[src/rtl/pipeline_pkg.sv]
// Shared pipeline types and widths for the MEM stage.
// Holds the MEM-stage FSM state type and the MEM/WB bundle.
package pipeline_pkg;

  localparam int XLEN       = 32;
  localparam int REG_ADDR_W = 5;
  localparam int TO_CNT_W   = 16;

  typedef enum logic {
    IDLE = 1'b0,
    BUSY = 1'b1
  } mem_state_t;

  typedef struct packed {
    logic [XLEN-1:0]       wb_data;
    logic [REG_ADDR_W-1:0] rd;
    logic                  regwrite;
  } mem_wb_t;

endpackage

[src/rtl/mem_wb_reg.sv]
// MEM/WB output register bank with load enable and bubble insert.
// A bubble clears only regwrite; data and rd keep their last value.
module mem_wb_reg
  import pipeline_pkg::*;
#(
  parameter int XLEN       = pipeline_pkg::XLEN,
  parameter int REG_ADDR_W = pipeline_pkg::REG_ADDR_W
) (
  input  logic                  clk,
  input  logic                  reset,
  input  logic                  i_load,
  input  logic                  i_bubble,
  input  logic [XLEN-1:0]       i_wb_data,
  input  logic [REG_ADDR_W-1:0] i_rd,
  input  logic                  i_regwrite,
  output logic [XLEN-1:0]       o_wb_data,
  output logic [REG_ADDR_W-1:0] o_rd,
  output logic                  o_regwrite
);

  always_ff @(posedge clk or negedge reset) begin
    if (!reset) begin
      o_wb_data  <= '0;
      o_rd       <= '0;
      o_regwrite <= 1'b0;
    end else if (i_load) begin
      o_wb_data  <= i_wb_data;
      o_rd       <= i_rd;
      o_regwrite <= i_regwrite;
    end else if (i_bubble) begin
      o_regwrite <= 1'b0;
    end
  end

endmodule

[src/rtl/mem_access_stage.sv]
// MEM stage: data-memory req/ack controller and MEM/WB register.
// MEM_TIMEOUT_EN adds a BUSY watchdog and the sticky MEM_WB_err flag.
module mem_access_stage
  import pipeline_pkg::*;
#(
  parameter int XLEN           = pipeline_pkg::XLEN,
  parameter int REG_ADDR_W     = pipeline_pkg::REG_ADDR_W,
  parameter int TIMEOUT_CYCLES = 255
) (
  input  logic                  clk,
  input  logic                  reset,
  input  logic [XLEN-1:0]       EX_MEM_ALU_result,
  input  logic [XLEN-1:0]       EX_MEM_rs2_data,
  input  logic [REG_ADDR_W-1:0] EX_MEM_rd,
  input  logic                  EX_MEM_regwrite,
  input  logic                  EX_MEM_memtoreg,
  input  logic                  EX_MEM_memread,
  input  logic                  EX_MEM_memwrite,
  output logic                  dmem_req,
  output logic                  dmem_we,
  output logic [XLEN-1:0]       dmem_addr,
  output logic [XLEN-1:0]       dmem_wdata,
  input  logic                  dmem_ack,
  input  logic [XLEN-1:0]       dmem_rdata,
  output logic                  MEM_stall,
  output logic [XLEN-1:0]       MEM_WB_wb_data,
  output logic [REG_ADDR_W-1:0] MEM_WB_rd,
  output logic                  MEM_WB_regwrite,
  output logic                  MEM_WB_err
);

  mem_state_t            r_state;
  mem_state_t            w_state_nxt;
  logic                  r_req, r_we;
  logic [XLEN-1:0]       r_addr, r_wdata;
  logic [REG_ADDR_W-1:0] r_rd;
  logic                  r_regwrite, r_memtoreg;

  logic                  w_access, w_is_load;
  logic                  w_req_nxt, w_we_nxt;
  logic [XLEN-1:0]       w_addr_nxt, w_wdata_nxt;
  logic                  w_cap, w_timeout;
  logic                  w_wb_load, w_wb_bubble;
  logic [XLEN-1:0]       w_wb_data;
  logic [REG_ADDR_W-1:0] w_wb_rd;
  logic                  w_wb_rw;

  assign w_access  = EX_MEM_memread | EX_MEM_memwrite;
  assign w_is_load = EX_MEM_memread & ~EX_MEM_memwrite;

  assign MEM_stall = ((r_state == IDLE) & w_access)
                   | ((r_state == BUSY) & ~dmem_ack);

  assign dmem_req   = r_req;
  assign dmem_we    = r_we;
  assign dmem_addr  = r_addr;
  assign dmem_wdata = r_wdata;

`ifdef MEM_TIMEOUT_EN
  logic [TO_CNT_W-1:0] r_cnt;
  logic                r_err;

  assign w_timeout = (r_state == BUSY) & ~dmem_ack
                   & (r_cnt == TO_CNT_W'(TIMEOUT_CYCLES - 1));
  assign MEM_WB_err = r_err;

  always_ff @(posedge clk or negedge reset) begin
    if (!reset) begin
      r_cnt <= '0;
      r_err <= 1'b0;
    end else begin
      if (w_cap)
        r_cnt <= '0;
      else if ((r_state == BUSY) & ~dmem_ack)
        r_cnt <= r_cnt + 1'b1;
      if (w_timeout)
        r_err <= 1'b1;
    end
  end
`else
  assign w_timeout  = 1'b0;
  assign MEM_WB_err = 1'b0;
`endif

  always_comb begin
    w_state_nxt = r_state;
    w_req_nxt   = r_req;
    w_we_nxt    = r_we;
    w_addr_nxt  = r_addr;
    w_wdata_nxt = r_wdata;
    w_cap       = 1'b0;
    w_wb_load   = 1'b0;
    w_wb_bubble = 1'b0;
    w_wb_data   = EX_MEM_ALU_result;
    w_wb_rd     = EX_MEM_rd;
    w_wb_rw     = EX_MEM_regwrite;
    unique case (r_state)
      IDLE: begin
        if (w_access) begin
          w_state_nxt = BUSY;
          w_req_nxt   = 1'b1;
          w_we_nxt    = EX_MEM_memwrite;
          w_addr_nxt  = EX_MEM_ALU_result;
          w_wdata_nxt = EX_MEM_rs2_data;
          w_cap       = 1'b1;
          w_wb_bubble = 1'b1;
        end else begin
          w_wb_load = 1'b1;
        end
      end
      BUSY: begin
        if (dmem_ack) begin
          w_state_nxt = IDLE;
          w_req_nxt   = 1'b0;
          w_we_nxt    = 1'b0;
          w_wb_load   = 1'b1;
          w_wb_data   = r_memtoreg ? dmem_rdata : r_addr;
          w_wb_rd     = r_rd;
          w_wb_rw     = r_regwrite;
        end else if (w_timeout) begin
          w_state_nxt = IDLE;
          w_req_nxt   = 1'b0;
          w_we_nxt    = 1'b0;
          w_wb_bubble = 1'b1;
        end else begin
          w_wb_bubble = 1'b1;
        end
      end
    endcase
  end

  always_ff @(posedge clk or negedge reset) begin
    if (!reset) begin
      r_state <= IDLE;
      r_req   <= 1'b0;
      r_we    <= 1'b0;
      r_addr  <= '0;
      r_wdata <= '0;
    end else begin
      r_state <= w_state_nxt;
      r_req   <= w_req_nxt;
      r_we    <= w_we_nxt;
      r_addr  <= w_addr_nxt;
      r_wdata <= w_wdata_nxt;
    end
  end

  // Store wins over load; a load to x0 never writes back.
  always_ff @(posedge clk or negedge reset) begin
    if (!reset) begin
      r_rd       <= '0;
      r_regwrite <= 1'b0;
      r_memtoreg <= 1'b0;
    end else if (w_cap) begin
      r_rd       <= EX_MEM_rd;
      r_regwrite <= EX_MEM_regwrite
                  & ~(w_is_load & (EX_MEM_rd == '0));
      r_memtoreg <= EX_MEM_memtoreg & ~EX_MEM_memwrite;
    end
  end

  mem_wb_reg #(
    .XLEN      (XLEN),
    .REG_ADDR_W(REG_ADDR_W)
  ) u_mem_wb_reg (
    .clk       (clk),
    .reset     (reset),
    .i_load    (w_wb_load),
    .i_bubble  (w_wb_bubble),
    .i_wb_data (w_wb_data),
    .i_rd      (w_wb_rd),
    .i_regwrite(w_wb_rw),
    .o_wb_data (MEM_WB_wb_data),
    .o_rd      (MEM_WB_rd),
    .o_regwrite(MEM_WB_regwrite)
  );

endmodule

[config.mk]
export PLATFORM = sky130hd
export DESIGN_NAME = mem_access_stage
export DESIGN_NICKNAME = d
export VERILOG_FILES = /design/src/rtl/pipeline_pkg.sv /design/src/rtl/mem_wb_reg.sv /design/src/rtl/mem_access_stage.sv
export SDC_FILE = /design/constraint.sdc
export NUM_CORES = 1
export LEC_CHECK = 0
export CAP_MARGIN = 0
export CORE_ASPECT_RATIO = 1.4
export CORE_MARGIN = 2
export CORE_UTILIZATION = 38
export CTS_CLUSTER_SIZE = 12
export DETAILED_ROUTE_END_ITERATION = 8
export HOLD_SLACK_MARGIN = 0.06
export PLACE_DENSITY = 0.77
export SETUP_SLACK_MARGIN = 0.05
export SLEW_MARGIN = 20
export SYNTH_ARGS = -nofsm -noshare
export SYNTH_HDL_FRONTEND = slang
export SYNTH_SLANG_ARGS = --single-unit
[constraint.sdc]
create_clock -name clk -period 1.55 [get_ports clk]
set_clock_uncertainty 0.1 [all_clocks]
set_input_delay 0.2325 -clock clk [delete_from_list [all_inputs] [get_ports clk]]
set_output_delay 0.2325 -clock clk [all_outputs]
set_load 0.03 [all_outputs]
-- Yosys cells after proc, flatten, opt, wreduce, memory -nomap -nowiden
Cells that the tools add are included.
- register bits after elaboration: 112
- latch bits: 0
- bits in writable memories: 0
- ROM bits: 0
- output and inout port bits: 106
- logic and storage cells: 50
- memories: 0
- $add $sub $neg: 0
- multiply operators: 0
- divide/modulo/power cells: 0
- order comparisons: 0
- equal/unequal tests: 2
- shifts and indexed selects: 0
- multiplexer cells: 21
- bitwise gates (word level): 12
- reduce and logical (&&, ||, !) cells: 4
- operators with widths (operator ; number):
    $mux 32 ; 3
    $mux 1 ; 12
    $mux 5 ; 2
    $pmux 1 s2 ; 4
    $and 1x1->1 ; 6
    $logic_not 5->1 ; 1
    $ne 2x2->1 const B ; 2
    $not 1->1 ; 4
    $reduce_and 2->1 ; 2
    $or 1x1->1 ; 2
    $reduce_bool 2->1 ; 1

-- Depth between registers and ports, before layout
Gate-level depths: netlist of the first run.
- depth in word-level cells: 5
- gate-level depth with buffers: 7
- depth with buffers taken out: 3

-- Cells and area by module
Synthesis of the first run repeated with hierarchy kept, for this count alone.
- cell total of the unflattened synthesis: 367
- area, all modules: 5011.1 um^2
- by module, submodules not included (module ; instances ; cells an instance ; area each (um^2)):
    mem_access_stage ; 1 ; 286 ; 3563.4
    mem_wb_reg ; 1 ; 81 ; 1447.6

-- Worst setup path before layout of the first run
OpenSTA, ideal clock, no wires.
- kind: register to output
- start point: register r_state
- end point: output port MEM_stall
- arrival: 1341 ps
- setup slack: -124 ps
- stages on the path, launching flop included: 8
- buffers on the path: 4
- cells stage by stage: dfrtp_1 > buf_6 > and2_1 > buf_6 > nand2b_4 > buf_6 > buf_8 > inv_1
- longest elaborated chain between the ends: 3
- elaborated cells between the ends (all ways): 4
- those cells by class: bitwise: 4
- ends and longest elaborated chain (element ; line ; source):
    from (decl) ; mem_access_stage.sv:32 ; mem_state_t r_state;
    from (signal assigned) ; mem_access_stage.sv:140 ; r_state <= w_state_nxt;
    $not 1->1 ; - ;
    $and 1x1->1 ; mem_access_stage.sv:51 ; assign MEM_stall = ((r_state == IDLE) & w_access)
    $or 1x1->1 (*) ; mem_access_stage.sv:52 ; | ((r_state == BUSY) & ~dmem_ack);
    to (decl) ; mem_access_stage.sv:25 ; output logic MEM_stall,
Mark *: on every way between the ends. The rest lies on a longest branch, timed or not.

-- Final worst setup path of the first run
Same ends and word-level chain as after synthesis.

==> flow_summary.ini, run 1 <==
[floorplanning]
die_w_um = 99.7
initial_core_util_pct = 39.2
dieArea_um2 = 13700
ioPinCount = 214
coreArea_um2 = 12400
die_y_um = 138
core.rowCount = 48

[grt]
grt_pass1_vias = 4252
grt_max_degree = 39
antenna_found_initial = 0
track_usage_pct = 21.3
grt_overflow = 0
grt_pass1_wl_um = 22300

[power_and_ir_drop]
pwr-share-clk_pct = 23.6
pwr-share-seq_pct = 36.7
ir_drop_mv = 0.747
swShare_pct = 35.9
total_power_mw = 11.1
cellLeakagePower_nw = 3.47
power_switching_mw = 3.99
power_density_nw_per_um2 = 1390
combPwrFrac_pct = 39.7
p_int_mw = 7.14

[placement]
dpl.cell_count = 703
gp_congestion = 0.806
dpl_cell_area_um2 = 7280
dp_slack_ns = -0.398
port_buffers = 212
dp_hpwl_um = 9830

[yosys]
synth.yosys.seq_area_share_pct = 57.6
async_reset_ff_share_pct = 100
synth_nets = 450
yosys-top-cells-area = dfrtp_1 58%, mux2_2 16%, mux2i_1 9.7%
synth.largest_area_cell = dfrtp_1
yosysWarnings = 0
synth_edf_count = 0
ys_ff_latch = 112
ys_types = 24
yosysTopAreaCellShare_pct = 57.6
avgSynthCellArea_um2 = 14.2
synth_area_um2 = 4870
postSynthCellCount = 342
synthFlopType = dfrtp_1

[hold_path]
hold_path.class = input pin to asynchronous set/reset pin

[worst_setup_path]
cp_data_required_time_ns = 1.22
regToRegStartpoint = r_state$_DFF_PN0_
crit_path_top_delay_cell = dfrtp_1
reg2reg_to = u_mem_wb_reg.o_wb_data[29]$_DFFE_PN0P_
criticalPathCategory = flip-flop to primary output
critPathArrivalTime_ns = 1.48
cp_cell_sequence = or3_4, nand2b_4, clkinvlp_4, buf_12
r2r_slack_ns = -0.25
critPathMaxFanout = 2
worst_setup_path_start_kind = flip-flop
end_kind = primary output
slowest_delay_ns = 0.41
critPathBufInv = 2
critical_path.top_delay_family = simple AND/OR/NAND/NOR gates
reg2reg_depth = 7

[routing]
num_vias = 3888
wl_per_cell_um = 20.1
routed_wl_um = 14800
avgViaCountPerCell = 5.25
drc = 0
drt_iter0_markers = 150
antenna_left = 0
drt_pass1_iterations = 4

[run_status]
violations = setup timing
outcome = finished with violations

[cells_and_area]
final_area_um2 = 8020
n_fill_cell = 959
syn_to_final_growth_pct = 64.7
diodes = 0
layout.nets = 693
stdcell_count = 740
utilization_pct = 64.5
drive_gt1_share_pct = 25.6

[clock_tree]
cts.sinks = 112
ctsHtreeMaxLevel = 3
cts_made_buffers = 9
path_clk_slew_ns = 0.08
clkLatencyLatePin_ns = 0.35
cts_tree = done
clk_path_buf_depth = 2
cts-root-buf = clkbuf_16

[job]
cap_violations = 0

[sta]
fmaxAchievable_mhz = 553
fin_ws_ns = -0.258
fin_crit_sh_pct = 117
period_minus_slack_ns = 1.81
hold_viol_final = 0
final.setup.tns_ns = -4.91
rsz0062_at_grt = yes
hold_slack_ns = 0.234
final_max_slew_viol_count = 0
finalSetupViolCount = 35
## layer usage
layer	up-vias	track usage [%]	part of all wire [%]
li1	1741	-	-
met1	1958	22.7	37
met2	174	39.9	54
met3	15	6.30	7.5
met4	0	7.31	1.7
met5	-	0	0
## repair_timing
item,CTS,global route
endpoints found under the hold margin,48,0
buffers inserted,10,4
hold buffers,1,0
pin swaps,3,16
resized for setup,127,63
gates cloned,11,2
setup endpoints to repair,207,146
## power groups by stage
| stage | registers, mW | logic (mW) | clock network (mW) |
|---|---|---|---|
| floorplan | 5.39 | 1.15 | 0 |
| global placement | 4.10 | 4.45 | 0 |
| detailed placement | 4.14 | 4.52 | 0 |
| CTS | 4.06 | 4.41 | 2.66 |
| global route | 4.18 | 4.65 | 2.78 |
| finish | 4.08 | 4.42 | 2.62 |
## flip-flops by register name, summed over array words and instances (netlist names), 5 cells and up
signal and count:
r_rd 5, u_mem_wb_reg.o_rd 5, dmem_addr 32, u_mem_wb_reg.o_wb_data 32, dmem_wdata 32
## cell families (layout without fill, tap and decap cells)
logic type | count (synthesis) | in the layout | share of synthesized area (%)
other cells | 1 | 1 | 0.0770
mux | 116 | 116 | 25.6
simple gates | 41 | 41 | 3.68
buf+inv | 32 | 280 | 4.63
compound gates | 40 | 40 | 8.43
flops | 112 | 112 | 57.6
## cell usage after synthesis (2+ instances only)
| cell type | count |
|---|---|
| o221a_1 | 29 |
| inv_1 | 5 |
| buf_8 | 3 |
| buf_6 | 5 |
| o221a_2 | 3 |
| o41ai_1 | 2 |
| o21ai_0 | 3 |
| mux2_2 | 69 |
| mux2i_1 | 47 |
| dfrtp_1 | 112 |
| buf_2 | 6 |
| nand2_1 | 35 |
| clkbuf_1 | 6 |
| buf_4 | 7 |
## area by class of cell
cell class,instances,area [um^2],share of cell area (%)
clock buffers,11,253,3.15
clock inverters,5,86.3,1.08
inverters,5,22.5,0.281
multi-input cells,198,1910,23.8
flip-flops and latches,112,2800,35.0
well taps,150,188,2.34
repair buffers,259,2750,34.3
## placed cells by master (no fill, tap or decap), drive strengths merged, types with 2 or more instances in the layout
cell and count:
bufinv 2, dfrtp 112, o21ai 4, o41ai 2, o221a 32, clkdlybuf4s50 104
dlygate4sd2 64, nand2 35, clkbuf 18, inv 6, mux2 69, clkdlybuf4s15 37
buf 45, mux2i 47
## worst max-delay path by stage
stage,from,to,slack (ns),cells past startpoint
after global routing,r_state$_DFF_PN0_,MEM_stall,-0.30,4
final,r_state$_DFF_PN0_,MEM_stall,-0.26,4
after CTS,r_state$_DFF_PN0_,MEM_stall,-0.30,4
after global placement,EX_MEM_memwrite,dmem_addr[14]$_DFFE_PN0P_,-0.36,5
after floorplan,r_state$_DFF_PN0_,MEM_stall,-0.05,6
after detailed placement,EX_MEM_memwrite,dmem_addr[0]$_DFFE_PN0P_,-0.40,5
(Power assumes the default switching activity.)
==> inputs of run 2 (changes only) <==
--- a/config.mk
+++ b/config.mk
@@ -8,7 +8,7 @@
 export CAP_MARGIN = 0
 export CORE_ASPECT_RATIO = 1.4
 export CORE_MARGIN = 2
-export CORE_UTILIZATION = 38
+export CORE_UTILIZATION = 40
 export CTS_CLUSTER_SIZE = 12
 export DETAILED_ROUTE_END_ITERATION = 8
 export HOLD_SLACK_MARGIN = 0.06
==> constraint.sdc (replaced) <==
create_clock -name clk -period 2 [get_ports clk]
set_clock_uncertainty 0.1 [all_clocks]
set_input_delay 0.3 -clock clk [delete_from_list [all_inputs] [get_ports clk]]
set_output_delay 0.3 -clock clk [all_outputs]
set_load 0.03 [all_outputs]
==> flow_summary.ini, run 2 (synthesized netlist as in run 1, its figures left out) <==
[clock_tree]
cts_made_buffers = 9
cts.sinks = 112
postCtsSetupBuffers = 0
ctsHtreeMaxLevel = 3
clk_path_buf_depth = 2
path_clk_slew_ns = 0.07
cts_tree = done
clkLatencyLatePin_ns = 0.34
cts-root-buf = clkbuf_16

[routing]
avgViaCountPerCell = 5.24
antenna_left = 0
wl_per_cell_um = 18.9
routed_wl_um = 13300
num_vias = 3702
drt_pass1_iterations = 4
drc = 0
drt_iter0_markers = 65

[job]
cap_violations = 0

[hold_path]
hold_path.class = input pin to asynchronous set/reset pin

[worst_setup_path]
cp_cell_sequence = or3_4, nand2b_4, inv_1, buf_2
end_kind = primary output
cp_data_required_time_ns = 1.60
crit_path_top_delay_cell = or3_4
critPathMaxFanout = 4
critPathArrivalTime_ns = 1.45
criticalPathCategory = flip-flop to primary output
slowest_delay_ns = 0.41
worst_setup_path_start_kind = flip-flop

[cells_and_area]
drive_gt1_share_pct = 19.5
final_common_cell = clkdlybuf4s50_1
multiInputGateArea_um2 = 1860
n_fill_cell = 932
final_cell_mix = 210 x clkdlybuf4s50_1, 111 x dfrtp_1, 69 x mux2_2
diodes = 0
layout.nets = 664
regArea_um2 = 2800
syn_to_final_growth_pct = 54.3

[sta]
tightest_slew_ns = 0.514
fmaxAchievable_mhz = 541
final_max_slew_viol_count = 0
finalSetupViolCount = 0
period_minus_slack_ns = 1.85
hold_slack_ns = 0.378
rsz0062_at_grt = no
fin_crit_sh_pct = 92.5
hold_viol_final = 0
slew_headroom_pct = 65.7
final.setup.tns_ns = 0

[floorplanning]
coreArea_um2 = 11900
ioPinCount = 214
die_y_um = 135
core.rowCount = 47
dieArea_um2 = 13100
die_w_um = 97.2
initial_core_util_pct = 41.0

[power_and_ir_drop]
power_density_nw_per_um2 = 1150
cellLeakagePower_nw = 3.05
ir_drop_mv = 0.538
total_power_mw = 8.63

[grt]
grt_pass1_vias = 4078
grt_pass1_wl_um = 21500
antenna_found_initial = 0
grt_overflow = 0
grt_max_degree = 44
track_usage_pct = 20.6

[run_status]
outcome = finished, final reports clean

[placement]
port_buffers = 212
dp_hpwl_um = 9690
gp_congestion = 0.796
[run 2: changes by cell type in the layout (fill, tap and decap cells not counted), moves of 5 or more]
cell	change
buf_16	-6
mux2_2	+7
clkdlybuf4s50_1	+106
clkdlybuf4s15_1	-37
clkbuf_2	-5
buf_12	-9
buf_4	-6
mux2_4	-7
dlygate4sd2_1	-64
[run 2: area by class of cell]
type                            instances  area share [%]
Clock buffer                           10            3.05
Clock inverter                          5            1.42
Inverter                                5           0.250
Multi-Input combinational cell        198            24.7
Sequential cell                       112            37.3
Tap cell                              147            2.45
Timing Repair Buffer                  230            30.8
[run 2: critical path, delay by kind of cell, from the launching register on]
family | cells | cell delay (ns)
buf+inv | 2 | 0.22
flops | 1 | 0.40
simple gates | 2 | 0.49
[run 2: per-stage QoR]
step                cell area (um^2)  cells  utilization (%)  setup WS [ns]
floorplan                       4870    342                -          0.259
global placement                7170    691             60.3         -0.254
detailed placement              7170    691             60.3         -0.264
CTS                             7510    707             63.2         0.0902
global route                    7510    707             63.3         0.0688
finish                          7510    707             63.3          0.151
[run 2: metal layers]
layer	track usage, %	part of all wire (%)	vias up
li1	-	-	1675
met1	23.4	38	1873
met2	38.0	54	138
met3	4.97	6.0	16
met4	6.94	1.9	0
met5	0	0	-
[run 2: report_power, final]
part           total [mW]  switching (mW)  internal (mW)
registers            3.17           0.356           2.81
logic                3.45            1.80           1.65
clock network        2.01           0.793           1.22
[run 2: path summary, 6_finish.rpt]
kind | slack (ns) | cells past startpoint | to | start
min | 0.38 | 2 | u_mem_wb_reg.o_rd[4]$_DFFE_PN0P_ | reset
max in group asynchronous | 0.78 | 3 | r_memtoreg$_DFFE_PN0P_ | reset
max reg2reg | 0.29 | 4 | u_mem_wb_reg.o_wb_data[17]$_DFFE_PN0P_ | r_state$_DFF_PN0_
min in group clk | 0.39 | 2 | u_mem_wb_reg.o_regwrite$_DFFE_PN0P_ | r_regwrite$_DFFE_PN0P_
min reg2reg | 0.39 | 2 | u_mem_wb_reg.o_regwrite$_DFFE_PN0P_ | r_regwrite$_DFFE_PN0P_
max | 0.15 | 4 | MEM_stall | r_state$_DFF_PN0_
[run 2: what timing repair did]
action,4_1_cts,5_1_grt
gates resized for setup,5,1
endpoints found under the hold margin,34,0
endpoints found under the setup margin,1,1
hold buffers,1,0
pin swaps,0,0
